$ cat config.mk
export PLATFORM = sky130hd
export DESIGN_NAME = spi_master_flat
export DESIGN_NICKNAME = d
export VERILOG_FILES = /design/src/rtl/spi_pkg.sv /design/src/rtl/spi_master_if.sv /design/src/rtl/spi_clk_div.sv /design/src/rtl/spi_master.sv /design/src/flat_wrapper.sv
export SDC_FILE = /design/constraint.sdc
export NUM_CORES = 1
export LEC_CHECK = 0
export ABC_CLOCK_PERIOD_IN_PS = 4560
export CORE_MARGIN = 10
export CORE_UTILIZATION = 35
export CTS_CLUSTER_DIAMETER = 50
export CTS_CLUSTER_SIZE = 25
export DETAILED_ROUTE_END_ITERATION = 10
export PLACE_DENSITY = 0.67
export SYNTH_ARGS = -nofsm -noshare
export SYNTH_HDL_FRONTEND = slang
export SYNTH_SLANG_ARGS = --single-unit
export TNS_END_PERCENT = 50
$ cat constraint.sdc
create_clock -name clk -period 4.56 [get_ports clk]
set_input_delay 1.368 -clock clk [delete_from_list [all_inputs] [get_ports clk]]
set_output_delay 1.368 -clock clk [all_outputs]
set_load 0.01 [all_outputs]
$ cat src/rtl/spi_pkg.sv
// spi_pkg: shared definitions for the SPI master and its sub-modules.
//   spi_state_t          - master FSM states (IDLE, SETUP, HIGH, LOW)
//   SPI_DEFAULT_WIDTH    - default bits per frame
//   SPI_DEFAULT_CLK_DIV  - default sclk half-period in clk cycles
package spi_pkg;

    typedef enum logic [1:0] {
        IDLE  = 2'd0,
        SETUP = 2'd1,
        HIGH  = 2'd2,
        LOW   = 2'd3
    } spi_state_t;

    localparam int SPI_DEFAULT_WIDTH   = 8;
    localparam int SPI_DEFAULT_CLK_DIV = 4;

endpackage

$ cat src/rtl/spi_master_if.sv
// spi_master_if: control-side handshake plus SPI pins of the master.
// Handshake: start is a request sampled only while the master is idle; the
// word on tx_data is captured on the edge that accepts start. busy is high
// from the cycle after acceptance until the frame ends, and done pulses for
// one cycle in the same cycle that rx_data takes the new received word.
//   start, tx_data   : requester -> master
//   miso             : slave     -> master
//   ss, sclk, mosi   : master    -> slave
//   rx_data, busy,
//   done             : master    -> requester
//   state            : master FSM state, for observation only
// Modports: master (the spi_master side) and slave (requester/pins side).
interface spi_master_if
    import spi_pkg::*;
#(
    parameter int DATA_WIDTH = SPI_DEFAULT_WIDTH
);

    logic                  start;
    logic [DATA_WIDTH-1:0] tx_data;
    logic                  miso;
    logic                  ss;
    logic                  sclk;
    logic                  mosi;
    logic [DATA_WIDTH-1:0] rx_data;
    logic                  busy;
    logic                  done;
    spi_state_t            state;

    modport master (
        input  start, tx_data, miso,
        output ss, sclk, mosi, rx_data, busy, done, state
    );

    modport slave (
        output start, tx_data, miso,
        input  ss, sclk, mosi, rx_data, busy, done, state
    );

endinterface

$ cat src/rtl/spi_clk_div.sv
// spi_clk_div: loadable half-period down-counter.
//   clk      in  system clock
//   reset    in  synchronous active-high reset
//   load_i   in  reload the counter with CLK_DIV-1 (asserted on state entry)
//   expire_o out high while the counter is at 0, i.e. the current state has
//                lasted CLK_DIV cycles and may exit on the next edge
module spi_clk_div
    import spi_pkg::*;
#(
    parameter int CLK_DIV = SPI_DEFAULT_CLK_DIV
) (
    input  logic clk,
    input  logic reset,
    input  logic load_i,
    output logic expire_o
);

    localparam int CW = $clog2(CLK_DIV);

    logic [CW-1:0] cnt_q, cnt_d;

    always_comb begin
        cnt_d = cnt_q;
        if (load_i) begin
            cnt_d = CW'(CLK_DIV - 1);
        end else if (cnt_q != '0) begin
            cnt_d = cnt_q - CW'(1);
        end
    end

    always_ff @(posedge clk) begin
        if (reset) begin
            cnt_q <= '0;
        end else begin
            cnt_q <= cnt_d;
        end
    end

    assign expire_o = (cnt_q == '0);

endmodule

$ cat src/rtl/spi_master.sv
// spi_master: SPI mode-0 (CPOL=0, CPHA=0) master.
//   clk    in  system clock, rising edge
//   reset  in  synchronous active-high reset
//   bus    spi_master_if.master: start/tx_data request, miso in,
//          ss/sclk/mosi out, rx_data/busy/done result, state (FSM observe)
// Parameters: DATA_WIDTH bits per frame, CLK_DIV sclk half-period (>=2),
// CNT_W bit-counter width (2**CNT_W > DATA_WIDTH).
// Build option: define SPI_MASTER_LSB_FIRST_EN for LSB-first shifting in both
// directions; default is MSB first. Frame timing is the same in both builds.
module spi_master
    import spi_pkg::*;
#(
    parameter int DATA_WIDTH = SPI_DEFAULT_WIDTH,
    parameter int CLK_DIV    = SPI_DEFAULT_CLK_DIV,
    parameter int CNT_W      = 4
) (
    input  logic          clk,
    input  logic          reset,
    spi_master_if.master  bus
);

    spi_state_t            state_q, state_d;
    logic [DATA_WIDTH-1:0] tx_q, tx_d;
    logic [DATA_WIDTH-1:0] rx_q, rx_d;
    logic [DATA_WIDTH-1:0] rx_data_q, rx_data_d;
    logic [CNT_W-1:0]      bit_cnt_q, bit_cnt_d;
    logic                  ss_q, ss_d;
    logic                  sclk_q, sclk_d;
    logic                  busy_q, busy_d;
    logic                  done_q, done_d;
    logic                  expire;
    logic                  state_change;
    logic [DATA_WIDTH-1:0] tx_shift;
    logic [DATA_WIDTH-1:0] rx_shift;

    // Every state entry restarts the half-period timer.
    assign state_change = (state_d != state_q);

    spi_clk_div #(.CLK_DIV(CLK_DIV)) u_clk_div (
        .clk      (clk),
        .reset    (reset),
        .load_i   (state_change),
        .expire_o (expire)
    );

    // mosi is taken straight from the outgoing end of the tx shift register,
    // so it is registered and changes only on load and on entry to LOW.
`ifdef SPI_MASTER_LSB_FIRST_EN
    assign tx_shift = {1'b0, tx_q[DATA_WIDTH-1:1]};
    assign rx_shift = {bus.miso, rx_q[DATA_WIDTH-1:1]};
    assign bus.mosi = tx_q[0];
`else
    assign tx_shift = {tx_q[DATA_WIDTH-2:0], 1'b0};
    assign rx_shift = {rx_q[DATA_WIDTH-2:0], bus.miso};
    assign bus.mosi = tx_q[DATA_WIDTH-1];
`endif

    // State register
    always_ff @(posedge clk) begin
        if (reset) begin
            state_q <= IDLE;
        end else begin
            state_q <= state_d;
        end
    end

    // Next-state logic
    always_comb begin
        state_d = state_q;
        case (state_q)
            IDLE:    if (bus.start) state_d = SETUP;
            SETUP:   if (expire)    state_d = HIGH;
            HIGH:    if (expire)    state_d = LOW;
            LOW: begin
                if (expire) begin
                    state_d = (bit_cnt_q == CNT_W'(DATA_WIDTH)) ? IDLE : HIGH;
                end
            end
            default: state_d = IDLE;
        endcase
    end

    // Output / datapath logic, evaluated on the transition being taken so
    // that every pin and status output comes out of a register.
    always_comb begin
        tx_d      = tx_q;
        rx_d      = rx_q;
        rx_data_d = rx_data_q;
        bit_cnt_d = bit_cnt_q;
        ss_d      = (state_d == IDLE);
        sclk_d    = (state_d == HIGH);
        busy_d    = (state_d != IDLE);
        done_d    = 1'b0;

        if (state_q == IDLE && state_d == SETUP) begin
            tx_d      = bus.tx_data;
            bit_cnt_d = '0;
        end
        // Rising sclk: capture miso and count the bit.
        if (state_q != HIGH && state_d == HIGH) begin
            rx_d      = rx_shift;
            bit_cnt_d = bit_cnt_q + CNT_W'(1);
        end
        // Falling sclk: present the next bit for a full half-period.
        if (state_q == HIGH && state_d == LOW) begin
            tx_d = tx_shift;
        end
        if (state_q == LOW && state_d == IDLE) begin
            rx_data_d = rx_q;
            done_d    = 1'b1;
        end
    end

    always_ff @(posedge clk) begin
        if (reset) begin
            tx_q      <= '0;
            rx_q      <= '0;
            rx_data_q <= '0;
            bit_cnt_q <= '0;
            ss_q      <= 1'b1;
            sclk_q    <= 1'b0;
            busy_q    <= 1'b0;
            done_q    <= 1'b0;
        end else begin
            tx_q      <= tx_d;
            rx_q      <= rx_d;
            rx_data_q <= rx_data_d;
            bit_cnt_q <= bit_cnt_d;
            ss_q      <= ss_d;
            sclk_q    <= sclk_d;
            busy_q    <= busy_d;
            done_q    <= done_d;
        end
    end

    assign bus.ss      = ss_q;
    assign bus.sclk    = sclk_q;
    assign bus.rx_data = rx_data_q;
    assign bus.busy    = busy_q;
    assign bus.done    = done_q;
    assign bus.state   = state_q;

endmodule

$ cat src/flat_wrapper.sv
// flat-port wrapper written by rule: the top's interface ports become plain ports
module spi_master_flat import spi_pkg::*;
#(
    parameter int DATA_WIDTH = SPI_DEFAULT_WIDTH,
    parameter int CLK_DIV    = SPI_DEFAULT_CLK_DIV,
    parameter int CNT_W      = 4
)
  (clk, reset, bus_start, bus_tx_data, bus_miso, bus_ss, bus_sclk, bus_mosi, bus_rx_data, bus_busy, bus_done, bus_state);
  spi_master_if #(.DATA_WIDTH(DATA_WIDTH)) bus_i ();
  input  logic clk;
  input  logic reset;
  input wire logic [$bits(bus_i.start)-1:0] bus_start;
  input wire logic [$bits(bus_i.tx_data)-1:0] bus_tx_data;
  input wire logic [$bits(bus_i.miso)-1:0] bus_miso;
  output wire logic [$bits(bus_i.ss)-1:0] bus_ss;
  output wire logic [$bits(bus_i.sclk)-1:0] bus_sclk;
  output wire logic [$bits(bus_i.mosi)-1:0] bus_mosi;
  output wire logic [$bits(bus_i.rx_data)-1:0] bus_rx_data;
  output wire logic [$bits(bus_i.busy)-1:0] bus_busy;
  output wire logic [$bits(bus_i.done)-1:0] bus_done;
  output wire logic [$bits(bus_i.state)-1:0] bus_state;
  assign bus_i.start = bus_start;
  assign bus_i.tx_data = bus_tx_data;
  assign bus_i.miso = bus_miso;
  assign bus_ss = bus_i.ss;
  assign bus_sclk = bus_i.sclk;
  assign bus_mosi = bus_i.mosi;
  assign bus_rx_data = bus_i.rx_data;
  assign bus_busy = bus_i.busy;
  assign bus_done = bus_i.done;
  assign bus_state = bus_i.state;
  spi_master #(.DATA_WIDTH(DATA_WIDTH), .CLK_DIV(CLK_DIV), .CNT_W(CNT_W)) u_core (.clk(clk), .reset(reset), .bus(bus_i));
endmodule
=== After elaboration in Yosys (flattened, before gate mapping) ===
Index checks and enable logic that the tools add are counted.

* $add $sub $neg: 2
* Equality and inequality tests: 9
* Mux-type cells: 13
* Reductions and logical operators: 13

{| class="wikitable"
|+ Operator list
! kind !! number
|-
| $mux 8 || 2
|-
| $mux 2 || 7
|-
| $reduce_bool 2->1 || 5
|-
| $eq 2x2->1 const B || 4
|-
| $mux 4 || 2
|-
| $pmux 2 s4 || 1
|-
| $logic_not 2->1 || 3
|-
| $add 4x1->4 const B || 1
|-
| $eq 2x1->1 const B || 2
|-
| $eq 4x4->1 const B || 1
|-
| $logic_and 1x1->1 || 4
|-
| $ne 2x2->1 || 1
|-
| $ne 2x2->1 const B || 1
|-
| $reduce_or 2->1 || 1
|-
| $sub 2x1->2 const B || 1
|-
| $mux 1 || 1
|}

* Bits in registers: 36
* Bits of input ports: 12
* Output and inout bits: 15

=== Logic depth before layout (Yosys ltp) ===
* Depth after elaboration: 8
* Gate-level depth with buffers: 8

=== Cells and area by module ===
From an unflattened synthesis, not the netlist that was laid out.

* Cell total of the unflattened synthesis: 179
* Area, all modules: 1627.8 um^2

{| class="wikitable"
|+ Modules (own cells, without submodules)
! module !! instances !! cells each !! area each (um^2) !! sequential area each (um^2)
|-
| spi_master || 1 || 169 || 1531.5 || 680.7
|-
| spi_clk_div || 1 || 10 || 96.3 || 40.0
|}

=== Least setup slack after synthesis ===
OpenSTA, ideal clock, no wires.

* Kind: in2reg
* Start: input bus_start
* End: register u_core.busy_q (netlist: u_core.bus.busy)
* Data arrival time: 2.047 ns
* Setup slack: 2.389 ns
* Stages on the path: 4
* Path buffers: 0
* Cells stage by stage: nor2b_1 a211oi_1 nor3_1 or2_2

* Longest elaborated chain between the ends: 3

{| class="wikitable"
|+ RTL lines
! element !! RTL line !! text
|-
| start: declaration || flat_wrapper.sv:12 || <nowiki>input wire logic [$bits(bus_i.start)-1:0] bus_start;</nowiki>
|-
| $mux 2 || spi_master.sv:71 || <nowiki>IDLE: if (bus.start) state_d = SETUP;</nowiki>
|-
| $pmux 2 s4 || spi_master.sv:70 || <nowiki>case (state_q)</nowiki>
|-
| $reduce_bool 2->1 || spi_master.sv:92 || <nowiki>busy_d = (state_d != IDLE);</nowiki>
|-
| end signal: assignment || spi_master.sv:131 || <nowiki>busy_q <= busy_d;</nowiki>
|-
| end: declaration || spi_master.sv:29 || <nowiki>logic busy_q, busy_d;</nowiki>
|}

No other way between the ends.
A chain may end at the register's enable or synchronous reset.

=== Worst setup path after layout ===
* Start: register u_core.state_q[1] (netlist: u_core.bus.state[1])
* End: output bus_state[1]

{| class="wikitable"
|+ RTL lines
! element !! RTL line !! text
|-
| start: declaration || spi_master.sv:22 || <nowiki>spi_state_t state_q, state_d;</nowiki>
|-
| start signal: assignment || spi_master.sv:63 || <nowiki>state_q <= state_d;</nowiki>
|-
| end: declaration || flat_wrapper.sv:21 || <nowiki>output wire logic [$bits(bus_i.state)-1:0] bus_state;</nowiki>
|}

No word-level cell between the ends.

==> flow_summary.yaml <==
outcome:
  outcome: "complete, no violations"
yosys:
  yosysWarnings: 0
  syn_nets: 167
  synth-seq-cells: 36
  synth_top_cell_area_share: 0.493
  avgSynthCellArea_um2: 9.69
  netlist_area_um2: 1460
  yosys.area.top_type: "dfxtp_1"
  synth_area_leaders: "dfxtp_1, mux2i_1, nor2_1"
  yosysSeqAreaShare: 0.493
  synthFlopType: "dfxtp_1"
  ys_types: 32
  synth_edf_count: 0
  synthCells: 151
  async_reset_ff_frac: 0
grt:
  grt_use_met2: 0.126
  antenna_found_initial: 0
  grt_pass1_vias: 1117
  grt_start_max_net_pins: 24
  grtUsageMet1: 0.105
  grt-ovfl-total: 0
  grt-busiest-layer: "met2"
  grt_util_met3: 0.0483
  grtUsageTotal: 0.0880
  grt_pass1_wl_um: 5260
floorplanning:
  fp.dieW_um: 84.6
  start_util: 0.363
  ios: 27
  row_count: 23
  core-area_um2: 4030
  dieArea_um2: 7160
  die_h_um: 84.6
timing:
  clock_skew_ns: 0.00524
  tns_ns: 0
  worst_slack_ns: 1.80
  maxSlewViolCount: 0
  period_needed_ns: 2.76
  setup_viol: 0
  hold_viol_final: 0
  max_freq_mhz: 362
  worst_pin_slew_ns: 0.753
  whs_ns: 0.460
  rsz0062_at_grt: "no"
  worst_slew_margin_rel: 0.498
  finalCritPeriodShare: 0.606
drt:
  ant_nets: 0
  first_pass_iters: 6
  drt_iter0_drc: 94
  finalWirelength_um: 3080
  vias_per_cell: 4.93
  vias: 1120
  drc_errors: 0
  wl_per_cell_um: 13.6
setup_path:
  end_kind: "output pin"
  critical_path_buf_inv_count: 1
  cp-start-kind: "flop"
  crit_fanout: 9
  worstPathRequired_ns: 3.19
  cp_top_family: "buffers and inverters"
  slowest_stage: "clkdlybuf4s50_1"
  arrival_ns: 1.40
  path_cells: "clkdlybuf4s50_1"
  slowest_delay_ns: 0.60
  path_class: "reg2out"
placed_design:
  postPlaceCellArea_um2: 1750
  globalplace.congestion: 0.764
  pre_cts_ws_ns: 1.64
  dp_hpwl_um: 2240
  port_buffers: 26
power_and_ir_drop:
  p_per_area_nw_per_um2: 394
  switching_share: 0.273
  internal_power_mw: 0.528
  power.share.sequential: 0.487
  power_mw: 0.726
  power.switching_mw: 0.198
  p_leak_nw: 0.709
  clock_power_share: 0.319
  vdd_drop_max_v: 0.000189
  pwr-share-comb: 0.194
cells_and_area:
  fin_nets: 192
  synthToLayoutAreaGrowth_pct: 26.1
  n_antenna_cell: 0
  layout_common_cells: "dfxtp_1, clkdlybuf4s50_1, nor2_1"
  final_area_um2: 1840
  nFillCells: 392
  drive_gt1_frac: 0.0791
  final_common_cell: "dfxtp_1"
clock_network:
  clock-root-buffer: "clkbuf_8"
  clkSinkCount: 36
  clk_latency_ns: 0.29
  cts_setup_buffers: 0
  htreeDepth: 2
  cts_buffer_depth: 2
  post_cts_resized: 0
  cts_hold_buffers: 0
  cts_made_buffers: 5
  cts_tree: "done"
  path_clk_slew_ns: 0.07
hold_path:
  hold_class: "reg2reg"
flow_run:
  drv_cap: 0
==> power by group through the flow <==
stage | clock network [mW] | registers (mW) | logic, mW
6_report | 0.232 | 0.354 | 0.141
5_1_grt | 0.248 | 0.358 | 0.156
4_1_cts | 0.235 | 0.354 | 0.142
3_5_place_dp | 0 | 0.361 | 0.142
3_3_place_gp | 0 | 0.360 | 0.135
2_1_floorplan | 0 | 0.360 | 0.0932
==> flip-flops by register name, summed over array words and instances, names as in the netlist <==
name                    flops
u_core.bus.busy             1
u_core.bus.done             1
u_core.bit_cnt_q            4
u_core.bus.rx_data          8
u_core.u_clk_div.cnt_q      2
u_core.tx_q                 8
u_core.bus.state            2
u_core.rx_q                 8
u_core.bus.ss               1
u_core.bus.sclk             1
==> cell families (layout without fill, tap and decap cells) <==
family / count (synthesis) / after routing / synth area share
AO/OA/AOI/OAI: 25 / 25 / 0.109
XOR/XNOR: 1 / 1 / 0.00599
flip-flops: 36 / 36 / 0.493
multiplexers: 20 / 20 / 0.138
buffers and inverters: 14 / 40 / 0.0419
adder cells (fa/ha/maj): 4 / 4 / 0.0342
AND/OR/NAND/NOR: 51 / 51 / 0.179
==> worst paths after layout <==
kind              slack [ns]  cells after the start                              startpoint                     endpoint
setup / recovery        1.80                      1          u_core.bus.state[1]$_SDFF_PP0_                 bus_state[1]
hold / removal          0.46                      2             u_core.tx_q[1]$_SDFFE_PP0P_  u_core.tx_q[1]$_SDFFE_PP0P_
setup reg to reg        2.63                      6  u_core.u_clk_div.cnt_q[0]$_SDFFE_PP0P_  u_core.rx_q[0]$_SDFFE_PP0P_
hold reg to reg         0.46                      2             u_core.tx_q[1]$_SDFFE_PP0P_  u_core.tx_q[1]$_SDFFE_PP0P_
==> Yosys cell counts (2+ instances only) <==
master and n:
a211oi_1 2, a21oi_1 11, a22oi_1 7, a31oi_1 3, buf_2 4, clkbuf_1 4, dfxtp_1 36, ha_1 4
inv_1 4, mux2i_1 19, nand2_1 11, nand3_1 3, nor2_1 23, nor3_1 2
==> tightest hold or removal path, delay by kind of cell (launching register included) <==
kind / cells / cell delay (ns)
DFF: 1 / 0.31
AOI/OAI and AO/OA: 1 / 0.05
and+or+nand+nor: 1 / 0.05
==> routing by layer <==
metal	wire length (um)	part of all wire
met5	0	0
met4	52	0.017
met3	289	0.094
met2	1330	0.43
met1	1410	0.46
==> area by class of cell <==
class                      instances  area, um2  area share
sequential                        36        721       0.391
multi-input combinational        101        681       0.369
timing repair buffer              28        275       0.149
clock buffer                       8       90.1      0.0488
tap                               50       62.6      0.0339
inverter                           4       15.0     0.00814
==> metrics by stage <==
step | util | std cells
global placement | 0.435 | 219
finish | 0.458 | 227
CTS | 0.458 | 227
detailed placement | 0.435 | 219
floorplan | - | 151
global route | 0.458 | 227
No activity file was read; power rests on OpenSTA's default activity.
